[config.mk]
export PLATFORM = sky130hd
export DESIGN_NAME = con_eval_unit
export DESIGN_NICKNAME = d
export VERILOG_FILES = /design/src/rtl/con_eval_unit.sv
export SDC_FILE = /design/constraint.sdc
export NUM_CORES = 1
export LEC_CHECK = 0
export CORE_MARGIN = 1.5
export CORE_UTILIZATION = 54
export DETAILED_ROUTE_END_ITERATION = 8
export DONT_BUFFER_PORTS = 1
export PLACE_DENSITY = 0.74
export SLEW_MARGIN = 20
export SYNTH_ARGS = -nofsm -noshare
export SYNTH_HDL_FRONTEND = slang
export SYNTH_SLANG_ARGS = --single-unit
[constraint.sdc]
create_clock -name clk -period 5.56 [get_ports clk]
set_input_delay 0.556 -clock clk [delete_from_list [all_inputs] [get_ports clk]]
set_output_delay 0.556 -clock clk [all_outputs]
set_load 0.01 [all_outputs]
[src/rtl/con_eval_unit.sv]
// con_eval_unit: conditional-branch evaluator beside the datapath bus.
// Compares operand A against zero or against a second operand B using the
// instruction's condition field, registers and holds the branch-taken
// result, and keeps a saturating count of taken evaluations.
//
// FSM states
//   state    | meaning
//   ---------+-----------------------------------------------------------
//   S_IDLE   | waiting for the A strobe; latches A, cond and mode on CONin
//   S_WAIT_B | two-operand mode, A held; latches B on the next CONin
//   S_EVAL   | operands stable; comparison captured into the result stage
//
// The result stage (res_q/fire_q) sits between S_EVAL and the outputs, so
// CONout/CONvalid appear two edges after the final operand strobe.
module con_eval_unit #(
    parameter int DATA_WIDTH = 32,
    parameter int COND_BITS  = 3,
    parameter int CNT_WIDTH  = 16
) (
    input  logic                  clk,
    input  logic                  clr,
    input  logic                  CONin,
    input  logic                  CONclr,
    input  logic [DATA_WIDTH-1:0] BusMuxOut,
    input  logic [COND_BITS-1:0]  IrBits,
    input  logic                  CmpMode,
    output logic                  CONout,
    output logic                  CONvalid,
    output logic                  Busy,
    output logic [CNT_WIDTH-1:0]  TakenCount
);

    typedef enum logic [1:0] {
        S_IDLE   = 2'd0,
        S_WAIT_B = 2'd1,
        S_EVAL   = 2'd2
    } state_t;

    localparam logic [2:0] C_EQ     = 3'b000;
    localparam logic [2:0] C_NE     = 3'b001;
    localparam logic [2:0] C_GE     = 3'b010;
    localparam logic [2:0] C_LT     = 3'b011;
    localparam logic [2:0] C_GT     = 3'b100;
    localparam logic [2:0] C_LE     = 3'b101;
    localparam logic [2:0] C_ALWAYS = 3'b110;

    state_t state_q, state_d;

    logic [DATA_WIDTH-1:0] a_q, b_q;
    logic [COND_BITS-1:0]  cond_q;
    logic                  mode_q;

    logic                  ld_a, ld_b, eval_go;

    logic [DATA_WIDTH:0]   ext_a, ext_b, diff;
    logic                  is_lt, is_eq, cond_res;

    logic                  res_q, fire_q;
    logic                  con_q, valid_q;
    logic [CNT_WIDTH-1:0]  cnt_q;

    // State register
    always_ff @(posedge clk or negedge clr) begin
        if (!clr) begin
            state_q <= S_IDLE;
        end else begin
            state_q <= state_d;
        end
    end

    // Next-state and operand-load decode; CONclr overrides any strobe
    always_comb begin
        state_d = state_q;
        ld_a    = 1'b0;
        ld_b    = 1'b0;
        eval_go = 1'b0;
        if (CONclr) begin
            state_d = S_IDLE;
        end else begin
            case (state_q)
                S_IDLE: begin
                    if (CONin) begin
                        ld_a    = 1'b1;
                        state_d = CmpMode ? S_WAIT_B : S_EVAL;
                    end
                end
                S_WAIT_B: begin
                    if (CONin) begin
                        ld_b    = 1'b1;
                        state_d = S_EVAL;
                    end
                end
                S_EVAL: begin
                    eval_go = 1'b1;
                    state_d = S_IDLE;
                end
                default: state_d = S_IDLE;
            endcase
        end
    end

    // Operand, condition and mode latches; untouched by CONclr
    always_ff @(posedge clk or negedge clr) begin
        if (!clr) begin
            a_q    <= '0;
            b_q    <= '0;
            cond_q <= '0;
            mode_q <= 1'b0;
        end else begin
            if (ld_a) begin
                a_q    <= BusMuxOut;
                cond_q <= IrBits;
                mode_q <= CmpMode;
            end
            if (ld_b) begin
                b_q <= BusMuxOut;
            end
        end
    end

    // One extra bit of width makes A-B exact for every signed operand pair
    always_comb begin
        ext_a = {a_q[DATA_WIDTH-1], a_q};
        ext_b = mode_q ? {b_q[DATA_WIDTH-1], b_q} : '0;
        diff  = ext_a - ext_b;
        is_lt = diff[DATA_WIDTH];
        is_eq = (diff == '0);
        case (cond_q)
            C_EQ:     cond_res = is_eq;
            C_NE:     cond_res = !is_eq;
            C_GE:     cond_res = !is_lt;
            C_LT:     cond_res = is_lt;
            C_GT:     cond_res = !is_lt && !is_eq;
            C_LE:     cond_res = is_lt || is_eq;
            C_ALWAYS: cond_res = 1'b1;
            default:  cond_res = 1'b0;
        endcase
    end

    // Result stage: captures the comparison on the S_EVAL exit edge
    always_ff @(posedge clk or negedge clr) begin
        if (!clr) begin
            res_q  <= 1'b0;
            fire_q <= 1'b0;
        end else if (CONclr) begin
            fire_q <= 1'b0;
        end else begin
            fire_q <= eval_go;
            if (eval_go) begin
                res_q <= cond_res;
            end
        end
    end

    // Published result and single-cycle valid pulse; CONclr drops a pending result
    always_ff @(posedge clk or negedge clr) begin
        if (!clr) begin
            con_q   <= 1'b0;
            valid_q <= 1'b0;
        end else if (CONclr) begin
            con_q   <= 1'b0;
            valid_q <= 1'b0;
        end else begin
            valid_q <= fire_q;
            if (fire_q) begin
                con_q <= res_q;
            end
        end
    end

    // Saturating taken counter, advanced together with the valid pulse
    always_ff @(posedge clk or negedge clr) begin
        if (!clr) begin
            cnt_q <= '0;
        end else if (!CONclr && fire_q && res_q && (cnt_q != {CNT_WIDTH{1'b1}})) begin
            cnt_q <= cnt_q + 1'b1;
        end
    end

    assign Busy       = (state_q != S_IDLE);
    assign CONout     = con_q;
    assign CONvalid   = valid_q;
    assign TakenCount = cnt_q;

endmodule

# After elaboration in Yosys (flattened, before gate mapping)
# Cells that the tools add are included.
[word_totals]
register_bits = 90
[classes]
n_eq_ne = 11
mux = 18
add_sub_neg = 2
n_reduce_logical = 15
bitwise = 1
[ops]
columns = ["op", "count"]
rows = [
  ["33-bit logical NOT", 1],
  ["33-bit 2-to-1 mux", 1],
  ["33-bit subtractor", 1],
  ["16-bit by 1-bit adder with 16-bit output (second input constant)", 1],
  ["16-bit != test (second input constant)", 1],
  ["1-bit 2-to-1 mux", 11],
  ["3-bit == test (second input constant)", 3],
  ["2-bit 2-to-1 mux", 4],
  ["1-bit one-hot mux with 7 select lines", 1],
  ["3-bit by 2-bit == test with 1-bit output (second input constant)", 2],
  ["3-bit != test (second input constant)", 2],
  ["1-bit logical AND", 4],
  ["2-bit one-hot mux with 2 select lines", 1],
  ["2-bit AND reduction", 2],
  ["2-bit nonzero test", 2],
  ["3-bit by 1-bit == test with 1-bit output (second input constant)", 1],
  ["1-bit logical NOT", 3],
  ["3-bit logical NOT", 1],
  ["2-bit by 1-bit == test with 1-bit output (second input constant)", 1],
  ["2-bit == test (second input constant)", 1],
  ["2-bit logical NOT", 1],
  ["1-bit logical OR", 1],
  ["1-bit inverter", 1],
]

# Logic depth before layout (Yosys ltp)
[logic_depth]
ltp_word = 6
depth_mapped = 15
mapped_depth_nobuf = 13

# Worst setup path after synthesis
# No wires, ideal clock.
[synth_timing]
kind = "reg2reg"
startpoint = "reg mode_q"
endpoint = "reg res_q"
n_path_buf = 1
setup_time_ns = 0.132
stages_incl_launch_ff = 14
path_slack_ns = 2.131
synth_period_minus_slack_ns = 3.429
t_arrival_ns = 3.298
path_cell_list = "dfrtp_1 > clkbuf_1 > nand2_1 > ha_1 > and2_4 > a221oi_2 > a21o_4 > a31oi_2 > or3_1 > a2111oi_2 > nand4_1 > nor4_2 > a21oi_1 > or3b_1"
[synth_via]
elab_chain_len = 6
[synth_lines]
columns = ["element", "line", "rtl"]
rows = [
  ["start: declaration", "51", "logic mode_q;"],
  ["start signal: assignment", "113", "mode_q <= CmpMode;"],
  ["33-bit 2-to-1 mux *", "124", "ext_b = mode_q ? {b_q[DATA_WIDTH-1], b_q} : '0;"],
  ["33-bit subtractor *", "125", "diff = ext_a - ext_b;"],
  ["33-bit logical NOT", "127", "is_eq = (diff == '0);"],
  ["1-bit logical NOT", "130, 133", ""],
  ["1-bit logical AND", "133", "C_GT: cond_res = !is_lt && !is_eq;"],
  ["1-bit one-hot mux with 7 select lines *", "128", "case (cond_q)"],
  ["end signal: assignment", "150", "res_q <= cond_res;"],
  ["end: declaration", "58", "logic res_q, fire_q;"],
]
# Mark *: on every way between the ends. The rest lies on a longest branch, timed or not.
# A chain may end at the register's enable or synchronous reset.

# Worst setup path after layout
# Ends and elaborated chain as after synthesis.

==> run metrics <==
CP max-delay cell=dfrtp_1; CTS H-tree lvls=3; setup repair after global routing missed its margin=false; r2r startpoint=mode_q; Yosys cell types=66; drt wl/cell=19.1 um; drt pass-1 iters=4; CTS tree=yes; final WL=14200 um; antenna violations before repair=0; Post-Synthesis Cells=605; Resized cells post-CTS=0; CP required=5850 ps; min-delay worst type=input pin to asynchronous set/reset pin; gpl congestion=0.942; total power per unit cell area=422 nW/um^2; net switching power=1.12 mW; worst path cell trace=buf_4 > nand2_1 > ha_1 > inv_2 > a22o_1 > nor4_1 > nand4_1 > or4_1 > nor4_2 > nand4_1 > nor4_2 > a21oi_1 > or3b_1; syn nets=682; sequential cell area=2250 sq um; Pint=1.53 mW; DR top layer=met4; I/O pin count=59; clk_skew=16.0 ps; Setup violations, final=0; # fillers=943; Post-Route Setup TNS=0 ps; Buf/Inv on CP=2; routed vias=4657; #FFs+latches synth=90; Crit path max-delay family=simple AND/OR/NAND/NOR gates; multi-input logic area=3550 sq um; Lkg Pwr=2.67 nW; largest net degree at the start of global routing=91; gr ovfl total=0; CTS Buf Count=9; Cell Area, Synth=5940 sq um; Slew Limit Fails=0; die span in y=108 um; Detail Route Antenna Nets=0; first-pass GRT wire length=23700 um; Largest stage delay, worst path=810 ps; Max-slew headroom=51.1%; Avg Cell Area, Syn=9.82 sq um; critical path class=flip-flop to flip-flop; Tightest Pin Transition=732 ps; DIE AREA=11600 sq um; Max Cap Viol=0; top cell type by total area after synthesis=dfrtp_1; top post-synthesis cells by count=dfrtp_1, nand2_1, mux2_2, ha_1, a21oi_1; Comb pwr share=49.4%; Ys Warns=0; Synth area leaders=dfrtp_1, mux2_2, ha_1; power share of the sequential group=33.2%; status=complete, no violations; reg-to-reg critical path endpoint=res_q; Yosys top cell area share=37.9%; Seq/Total Area, Yosys=37.9%; CTS Sinks=90; EDFF count, synth=0; mean number of vias per cell=6.28; reg2reg path depth=13; worst path arrival time=4530 ps; Hold Vio Cnt, Final=0; metal2 WL=6760 um; Rows=38; area grow syn2layout=6.00%; 1st-iter DRT viols=206; share of async-settable or async-resettable flops after synthesis=100%; GRT Total Usage=26.0%; crit-path max FO=18; Core ar.=10800 sq um; Starting Density=55.0%; crit path capture type=flip-flop; hpwl dp=10400 um; chip width=108 um; # diodes=0; Sw Share=42.2%; Worst-path clk slew=100 ps; fmax=0.236 GHz; Root Driver=clkbuf_8; Clock Power Share=17.4%; CP Launch Type=flip-flop; PortBufs=0; met3 WL=611 um; ratio of cells with drive above 1 in the final layout=17.4%; worst vdd rail ir drop=0.199 mV; crit share post-route=76.3%; Skew-Pair Late Insertion Delay=400 ps; ys flop type=dfrtp_1; Final #Nets=675; Power Total=2.66 mW; top-count cell post-synth=dfrtp_1; fin crit period=4240 ps; Met1 Routed Length=6590 um; flop2flop setup slack=1320 ps; # DRC=0; clk buf depth=2; number of global-route vias before repair=4836
==> worst max path at each step <==
stage / to / from / depth (start not counted) / slack [ps]
after floorplan: res_q / mode_q / 13 / 2130
after global placement: res_q / mode_q / 12 / 1490
after detailed placement: res_q / mode_q / 13 / 1360
after CTS: res_q / mode_q / 13 / 1300
after global routing: res_q / mode_q / 13 / 980
final: res_q / mode_q / 13 / 1320
==> metal layers <==
metal,vias up,GRT usage [%]
met5,-,0
met3,18,5.02
met1,2317,33.7
met4,0,9.30
li1,2215,-
met2,107,43.4
==> layout make-up <==
class                      count  share of cell area (%)
multi-input combinational    479                    56.4
sequential                    90                    35.8
tap                          140                    2.78
clock buffer                   9                    1.97
clock inverter                 6                    1.15
timing repair buffer           4                    1.11
inverter                      14                   0.834
==> flip-flops by register name (all words and copies together), names as in the netlist <==
register    flops
state_q         2
res_q           1
b_q            32
mode_q          1
CONvalid        1
a_q            32
cond_q          3
TakenCount     16
fire_q          1
CONout          1
==> layout by cell type, fill, tap and decap left out, types with 4 or more instances in the layout <==
cell and instances:
mux2i_1 11, nand2_1 74, clkbuf_8 9, or3_1 5, nor3_1 12, xnor2_1 16
o211ai_1 7, nand4_1 13, and2_1 5, mux2_2 66, nor2_1 22, a21o_1 14
o21a_1 10, ha_1 36, nand3_1 19, nand2b_1 4, nor2b_1 8, a211oi_1 7
inv_1 13, o21bai_1 5, a31oi_1 10, and3_1 11, dfrtp_1 90, xor2_1 9
nor3b_1 8, a21oi_1 27, o21ai_0 24
==> what timing repair did <==
item                                   4_1_cts  5_1_grt
setup endpoints to repair                    0        0
endpoints found under the hold margin       90        0
hold buffers                                 1        0
setup buffers                                0        0
==> cells by family (layout without fill, tap and decap cells) <==
group,after synthesis,after routing,synth area share [%]
AND/OR/NAND/NOR,201,201,17.2
AO/OA/AOI/OAI,139,139,16.5
XOR/XNOR,25,25,3.69
adder cells (fa/ha/maj),37,37,7.92
buffers and inverters,36,33,2.44
flip-flops,90,90,37.9
multiplexers,77,77,14.4
==> stage by stage <==
step | cell area (sq um) | std cells | hold WS [ps] | setup WS, ps | util (%)
after floorplan | 5940 | 605 | 260 | 2130 | -
after global placement | 6050 | 725 | 263 | 1490 | 56.0
after detailed placement | 6050 | 725 | 264 | 1360 | 56.0
after CTS | 6270 | 741 | 74.1 | 1300 | 58.1
after global routing | 6300 | 742 | 92.1 | 982 | 58.3
final | 6300 | 742 | 48.1 | 1320 | 58.3
==> power groups by stage <==
stage          clock network, mW  registers, mW  logic [mW]
2_1_floorplan                  0          0.858        1.00
3_3_place_gp                   0          0.889        1.24
3_5_place_dp                   0          0.895        1.26
4_1_cts                    0.472          0.883        1.29
5_1_grt                    0.500          0.903        1.44
6_report                   0.462          0.882        1.31
Note: power is estimated with default switching activity, not from simulation.
